==> src/rtl/risc_pkg.sv <==
// risc_pkg: shared types and constants for the 16-bit RISC memory side.
// Holds the responder FSM state encoding, the access op encoding and the memory geometry.
`default_nettype none

package risc_pkg;

  localparam int DATA_W    = 16;
  localparam int ADDR_W    = 8;
  localparam int MEM_DEPTH = 256;

  typedef enum logic [1:0] {
    IDLE = 2'd0,
    BUSY = 2'd1,
    HOLD = 2'd2
  } state_e;

  typedef enum logic {
    OP_RD = 1'b0,
    OP_WR = 1'b1
  } op_e;

endpackage

`default_nettype wire

==> src/rtl/mem_responder_if.sv <==
// mem_responder_if: controller <-> memory responder request/response bundle.
// The master side issues strobes and operands; the slave side returns data and status.
`default_nettype none

interface mem_responder_if #(
  parameter int DATA_W = 16,
  parameter int ADDR_W = 8
);

  logic              mem_rd;
  logic              mem_wr;
  logic              mem_addr_sel;
  logic [ADDR_W-1:0] pc;
  logic [ADDR_W-1:0] d_addr;
  logic [DATA_W-1:0] wdata;
  logic [DATA_W-1:0] rdata;
  logic              ready;
  logic              busy;
  logic              err;

  modport master (
    output mem_rd, mem_wr, mem_addr_sel, pc, d_addr, wdata,
    input  rdata, ready, busy, err
  );

  modport slave (
    input  mem_rd, mem_wr, mem_addr_sel, pc, d_addr, wdata,
    output rdata, ready, busy, err
  );

endinterface

`default_nettype wire

==> src/rtl/mem_array.sv <==
// mem_array: single-port synchronous RAM with write enable and a registered read port.
// Only the read register is reset; the storage array keeps its contents across rst.
`default_nettype none

module mem_array #(
  parameter int DATA_W = 16,
  parameter int ADDR_W = 8
) (
  input  logic              clk,
  input  logic              rst,
  input  logic              en,
  input  logic              we,
  input  logic [ADDR_W-1:0] addr,
  input  logic [DATA_W-1:0] wdata,
  output logic [DATA_W-1:0] rdata
);

  localparam int DEPTH = 1 << ADDR_W;

  logic [DATA_W-1:0] mem [DEPTH];

  always_ff @(posedge clk) begin
    if (en && we) begin
      mem[addr] <= wdata;
    end
  end

  // Read data holds between reads so a write never disturbs the last fetched word.
  always_ff @(posedge clk) begin
    if (rst) begin
      rdata <= '0;
    end else if (en && !we) begin
      rdata <= mem[addr];
    end
  end

endmodule

`default_nettype wire

==> src/rtl/mem_responder.sv <==
// mem_responder: answers mem_rd/mem_wr strobes with one wait-stated RAM access and a ready pulse.
// Operands are captured at the request edge; HOLD waits for the strobes to drop before re-arming.
`default_nettype none

module mem_responder #(
  parameter int WAIT_CYCLES = 0,
  parameter int DATA_W      = risc_pkg::DATA_W,
  parameter int ADDR_W      = risc_pkg::ADDR_W
) (
  input  logic            clk,
  input  logic            rst,
  mem_responder_if.slave  bus
);

  import risc_pkg::*;

  localparam logic [3:0] WAIT_INIT = 4'(WAIT_CYCLES);

  state_e            state;
  logic [3:0]        wcnt;
  op_e               op;
  logic [ADDR_W-1:0] addr;
  logic [DATA_W-1:0] wdata_cap;
  logic              ready_pulse;
  logic              err_pulse;
  logic              busy_flag;
  logic              access_now;

  // Gating with rst drops a write that has not committed when reset lands on its edge.
  assign access_now = (state == BUSY) && (wcnt == 4'd0) && !rst;

  mem_array #(
    .DATA_W (DATA_W),
    .ADDR_W (ADDR_W)
  ) u_mem_array (
    .clk   (clk),
    .rst   (rst),
    .en    (access_now),
    .we    (op == OP_WR),
    .addr  (addr),
    .wdata (wdata_cap),
    .rdata (bus.rdata)
  );

  assign bus.ready = ready_pulse;
  assign bus.err   = err_pulse;
  assign bus.busy  = busy_flag;

  always_ff @(posedge clk) begin
    if (rst) begin
      state       <= IDLE;
      wcnt        <= 4'd0;
      op          <= OP_RD;
      addr        <= '0;
      wdata_cap   <= '0;
      ready_pulse <= 1'b0;
      err_pulse   <= 1'b0;
      busy_flag   <= 1'b0;
    end else begin
      ready_pulse <= 1'b0;
      err_pulse   <= 1'b0;
      case (state)
        IDLE: begin
          if (bus.mem_rd && bus.mem_wr) begin
            err_pulse <= 1'b1;
            state     <= HOLD;
          end else if (bus.mem_rd || bus.mem_wr) begin
            op        <= bus.mem_wr ? OP_WR : OP_RD;
            addr      <= bus.mem_addr_sel ? bus.d_addr : bus.pc;
            wdata_cap <= bus.wdata;
            wcnt      <= WAIT_INIT;
            busy_flag <= 1'b1;
            state     <= BUSY;
          end
        end
        BUSY: begin
          if (wcnt != 4'd0) begin
            wcnt <= wcnt - 4'd1;
          end else begin
            ready_pulse <= 1'b1;
            busy_flag   <= 1'b0;
            state       <= HOLD;
          end
        end
        HOLD: begin
          if (!bus.mem_rd && !bus.mem_wr) begin
            state <= IDLE;
          end
        end
        default: state <= IDLE;
      endcase
    end
  end

endmodule

`default_nettype wire

==> src/flat_wrapper.sv <==
// flat-port wrapper written by rule: the top's interface ports become plain ports
module mem_responder_flat import risc_pkg::*;
#(
  parameter int WAIT_CYCLES = 0,
  parameter int DATA_W      = risc_pkg::DATA_W,
  parameter int ADDR_W      = risc_pkg::ADDR_W
)
  (clk, rst, bus_mem_rd, bus_mem_wr, bus_mem_addr_sel, bus_pc, bus_d_addr, bus_wdata, bus_rdata, bus_ready, bus_busy, bus_err);
  mem_responder_if #(.DATA_W(DATA_W), .ADDR_W(ADDR_W)) bus_i ();
  input  logic clk;
  input  logic rst;
  input wire logic [$bits(bus_i.mem_rd)-1:0] bus_mem_rd;
  input wire logic [$bits(bus_i.mem_wr)-1:0] bus_mem_wr;
  input wire logic [$bits(bus_i.mem_addr_sel)-1:0] bus_mem_addr_sel;
  input wire logic [$bits(bus_i.pc)-1:0] bus_pc;
  input wire logic [$bits(bus_i.d_addr)-1:0] bus_d_addr;
  input wire logic [$bits(bus_i.wdata)-1:0] bus_wdata;
  output wire logic [$bits(bus_i.rdata)-1:0] bus_rdata;
  output wire logic [$bits(bus_i.ready)-1:0] bus_ready;
  output wire logic [$bits(bus_i.busy)-1:0] bus_busy;
  output wire logic [$bits(bus_i.err)-1:0] bus_err;
  assign bus_i.mem_rd = bus_mem_rd;
  assign bus_i.mem_wr = bus_mem_wr;
  assign bus_i.mem_addr_sel = bus_mem_addr_sel;
  assign bus_i.pc = bus_pc;
  assign bus_i.d_addr = bus_d_addr;
  assign bus_i.wdata = bus_wdata;
  assign bus_rdata = bus_i.rdata;
  assign bus_ready = bus_i.ready;
  assign bus_busy = bus_i.busy;
  assign bus_err = bus_i.err;
  mem_responder #(.WAIT_CYCLES(WAIT_CYCLES), .DATA_W(DATA_W), .ADDR_W(ADDR_W)) u_core (.clk(clk), .rst(rst), .bus(bus_i));
endmodule
==> config.mk <==
export PLATFORM = sky130hd
export DESIGN_NAME = mem_responder_flat
export DESIGN_NICKNAME = d
export VERILOG_FILES = /design/src/rtl/risc_pkg.sv /design/src/rtl/mem_responder_if.sv /design/src/rtl/mem_array.sv /design/src/rtl/mem_responder.sv /design/src/flat_wrapper.sv
export SDC_FILE = /design/constraint.sdc
export NUM_CORES = 2
export LEC_CHECK = 0
export ABC_AREA = 0
export CORE_MARGIN = 5
export CORE_UTILIZATION = 50
export DETAILED_ROUTE_END_ITERATION = 16
export PLACE_DENSITY = 0.65
export SLEW_MARGIN = 30
export SYNTH_ARGS = -nofsm -noshare
export SYNTH_HDL_FRONTEND = slang
export SYNTH_SLANG_ARGS = --single-unit
export TNS_END_PERCENT = 100
==> constraint.sdc <==
create_clock -name clk -period 5 [get_ports clk]
set_clock_uncertainty 0.05 [all_clocks]
set_input_delay 1 -clock clk [delete_from_list [all_inputs] [get_ports clk]]
set_output_delay 1 -clock clk [all_outputs]
set_load 0.02 [all_outputs]
==> flow_metrics.env <==
export IMPL_h_tree_depth=5
export IMPL_wirelength_mm=446.9
export IMPL_ys_seq_area_frac=0.7762
export IMPL_drv_cap=0
export IMPL_crit_path_start="u_core.addr[0]$_SDFFE_PP0P_"
export IMPL_syn_nets=7662
export IMPL_period_needed_ns=4.641
export IMPL_grt_pass1_wl_mm=627.4
export IMPL_die_w_um=575.2
export IMPL_first_global_vias=81570
export IMPL_avgSynthCellArea_um2=20.96
export IMPL_worstMarginPinSlew_ns=1.172
export IMPL_finalPower_mw=79.21
export IMPL_grt_max_degree=171
export IMPL_drv_slew=0
export IMPL_routedWlPerCell_um=34.92
export IMPL_p_leak_nw=57.63
export IMPL_antenna_found_initial=20
export IMPL_timing_setup_tns_ns=0
export IMPL_drc=0
export IMPL_critical_path_endpoint="u_core.u_mem_array.rdata[0]$_SDFFE_PP0P_"
export IMPL_syn_instance_count=7623
export IMPL_regArea_um2=124100
export IMPL_synth_edf_count=4096
export IMPL_fin_crit_sh=0.9282
export IMPL_cp_start_kind="flop"
export IMPL_ant_nets=0
export IMPL_portBuffers=55
export IMPL_clockBufferDepth=4
export IMPL_arrival_ns=5.40
export IMPL_gp_congestion=0.9581
export IMPL_r2r_start="u_core.addr[0]$_SDFFE_PP0P_"
export IMPL_hold_class="primary input to flop"
export IMPL_status="finished clean"
export IMPL_finalNetCount=8295
export IMPL_io_pins=56
export IMPL_yosysUniqueCellTypes=80
export IMPL_place_area_um2=168800
export IMPL_vdd_drop_max_uv=332.2
export IMPL_hold_viol=0
export IMPL_end_kind="flop"
export IMPL_viasPerCell=6.518
export IMPL_initial_core_util=0.5023
export IMPL_fill_cells=22970
export IMPL_rows=207
export IMPL_final_cells=12800
export IMPL_ys_flop_type="edfxtp_1"
export IMPL_timing_rr_end="u_core.u_mem_array.rdata[0]$_SDFFE_PP0P_"
export IMPL_netlist_area_um2=159700
export IMPL_cts_tree="built"
export IMPL_whs_ns=0.3363
export IMPL_synth_async_reset_ratio=0
export IMPL_dp_hpwl_mm=277.8
export IMPL_path_max_fanout=34
export IMPL_hold_buffers=0
export IMPL_die_area_um2=330900
export IMPL_cts_buffers=411
export IMPL_yosys_warnings=0
export IMPL_ys_ff_latch=4146
export IMPL_path_class="flop to flop"
export IMPL_post_cts_setup_buffers=0
export IMPL_worstPathRequired_ns=5.76
export IMPL_drive_gt1_frac=0.2500
export IMPL_postLayoutCellArea_um2=181900
export IMPL_cts_resized=0
export IMPL_multiInputGateArea_um2=33030
export IMPL_maxSlewHeadroom=0.2122
export IMPL_clkTransAtPathRegs_ns=0.06
export IMPL_first_pass_iters=14
export IMPL_grtUsageTotal=0.2654
export IMPL_rsz0062_at_grt="false"
export IMPL_syn_to_final_growth_pct=13.90
export IMPL_grt_remaining_overflow=0
export IMPL_place_inst=12020
export IMPL_finalSetupViolCount=0
export IMPL_powerDensity_nw_per_um2=435.3
export IMPL_die_y_um=575.2
export IMPL_clock_latency_ns=0.98
export IMPL_cts_sink_count=4146
export IMPL_core_um2=318100
export IMPL_r2r_slack_ns=0.36
export IMPL_fmax_mhz=215.5
export IMPL_drt_iter0_markers=12380
export IMPL_r2r_cells=10
export IMPL_vias=83420
export IMPL_root_buffer="clkbuf_16"
-- power by group --
part | internal (mW) | total, mW | switching (mW)
sequential | 38.9 | 39.3 | 0.470
combinational | 3.64 | 10.0 | 6.40
clock | 16.8 | 29.8 | 13.1
total | 59.3 | 79.2 | 19.9
-- critical path: stages (launching register included) --
cell,delay [ns]
dfxtp_4,0.79
buf_12,0.33
buf_12,0.29
and2b_1,0.31
nand2_2,0.44
buf_4,0.43
o22ai_1,0.53
or3_1,0.23
a211oi_1,0.05
o21ai_1,0.70
nand4_1,0.18
-- flip-flops by register name, summed over array words and instances, names as in the netlist --
| name | count |
|---|---|
| u_core.wdata_cap | 16 |
| u_core.u_mem_array.mem | 4096 |
| u_core.bus.ready | 1 |
| u_core.addr | 8 |
| u_core.bus.err | 1 |
| u_core.op | 1 |
| u_core.state | 2 |
| u_core.wcnt | 4 |
| u_core.u_mem_array.rdata | 16 |
| u_core.bus.busy | 1 |
-- worst min-delay path by stage --
| stage | slack [ns] | depth (start not counted) | startpoint | endpoint |
|---|---|---|---|---|
| global placement | 0.44 | 2 | u_core.bus.busy$_SDFFE_PP0P_ | u_core.bus.busy$_SDFFE_PP0P_ |
| CTS | 0.28 | 2 | rst | u_core.state[0]$_SDFFE_PP0P_ |
| detailed placement | 0.48 | 2 | u_core.bus.busy$_SDFFE_PP0P_ | u_core.bus.busy$_SDFFE_PP0P_ |
| global route | 0.32 | 2 | rst | u_core.bus.err$_SDFF_PP0_ |
| floorplan | 0.42 | 2 | u_core.op$_SDFFE_PP0P_ | u_core.op$_SDFFE_PP0P_ |
| finish | 0.34 | 2 | rst | u_core.bus.err$_SDFF_PP0_ |
-- logic make-up after synthesis --
| kind of cell | share of synthesized area |
|---|---|
| compound gates | 0.03456 |
| xor+xnor | 0.0002193 |
| fa+ha+maj | 0.0001566 |
| buf+inv | 0.01829 |
| flops | 0.7762 |
| mux | 0.1449 |
| simple gates | 0.02566 |
-- synthesized netlist by cell type, types with 81 or more instances --
| master | instances | area share |
|---|---|---|
| clkbuf_1 | 129 | 0.0030 |
| a22oi_1 | 124 | 0.0058 |
| nand2_1 | 337 | 0.0079 |
| edfxtp_1 | 4096 | 0.77 |
| o22ai_1 | 163 | 0.0064 |
| nor2_1 | 357 | 0.0084 |
| buf_6 | 81 | 0.0057 |
| buf_4 | 96 | 0.0045 |
| a21oi_1 | 136 | 0.0043 |
| mux2i_1 | 365 | 0.023 |
| buf_2 | 120 | 0.0038 |
| o21ai_0 | 103 | 0.0032 |
| mux4_2 | 814 | 0.11 |
-- through the flow --
step,setup slack [ns],utilization
3_5_place_dp,0.4302,0.5307
2_1_floorplan,0.6974,-
5_1_grt,0.3754,0.5720
6_report,0.3592,0.5721
3_3_place_gp,0.04751,0.5303
4_1_cts,0.4623,0.5715
-- per-layer routing --
| layer | vias up | wire length (um) | GRT usage |
|---|---|---|---|
| met5 | - | 50 | 0 |
| met4 | 8 | 21380 | 0.1080 |
| met3 | 849 | 50320 | 0.06780 |
| met2 | 5258 | 203700 | 0.4000 |
| met1 | 44180 | 171400 | 0.3748 |
| li1 | 33120 | - | - |
-- placed cells by master (no fill, tap or decap), drive strengths merged, types with 23 or more instances in the layout --
cell,instances
nand4,42
nand2,337
a21oi,136
clkdlybuf4s50,54
buf,614
edfxtp,4096
mux2,66
bufinv,26
nor2,357
a22oi,124
dfxtp,50
mux2i,365
a221oi,46
a31oi,30
o21ai,104
mux4,830
a211oi,23
nor3,27
a32o,23
clkinv,206
clkbuf,504
o22ai,163
o221ai,33
nand3,79
-- cell type report --
| cell class | count | share of cell area |
|---|---|---|
| sequential | 4146 | 0.6820 |
| multi-input combinational | 3019 | 0.1815 |
| clock buffer | 504 | 0.05954 |
| timing repair buffer | 668 | 0.03610 |
| tap | 4180 | 0.02874 |
| clock inverter | 256 | 0.01170 |
| inverter | 10 | 0.0002201 |
| antenna | 14 | 0.0001925 |
Power figures use the tool's default switching activity.
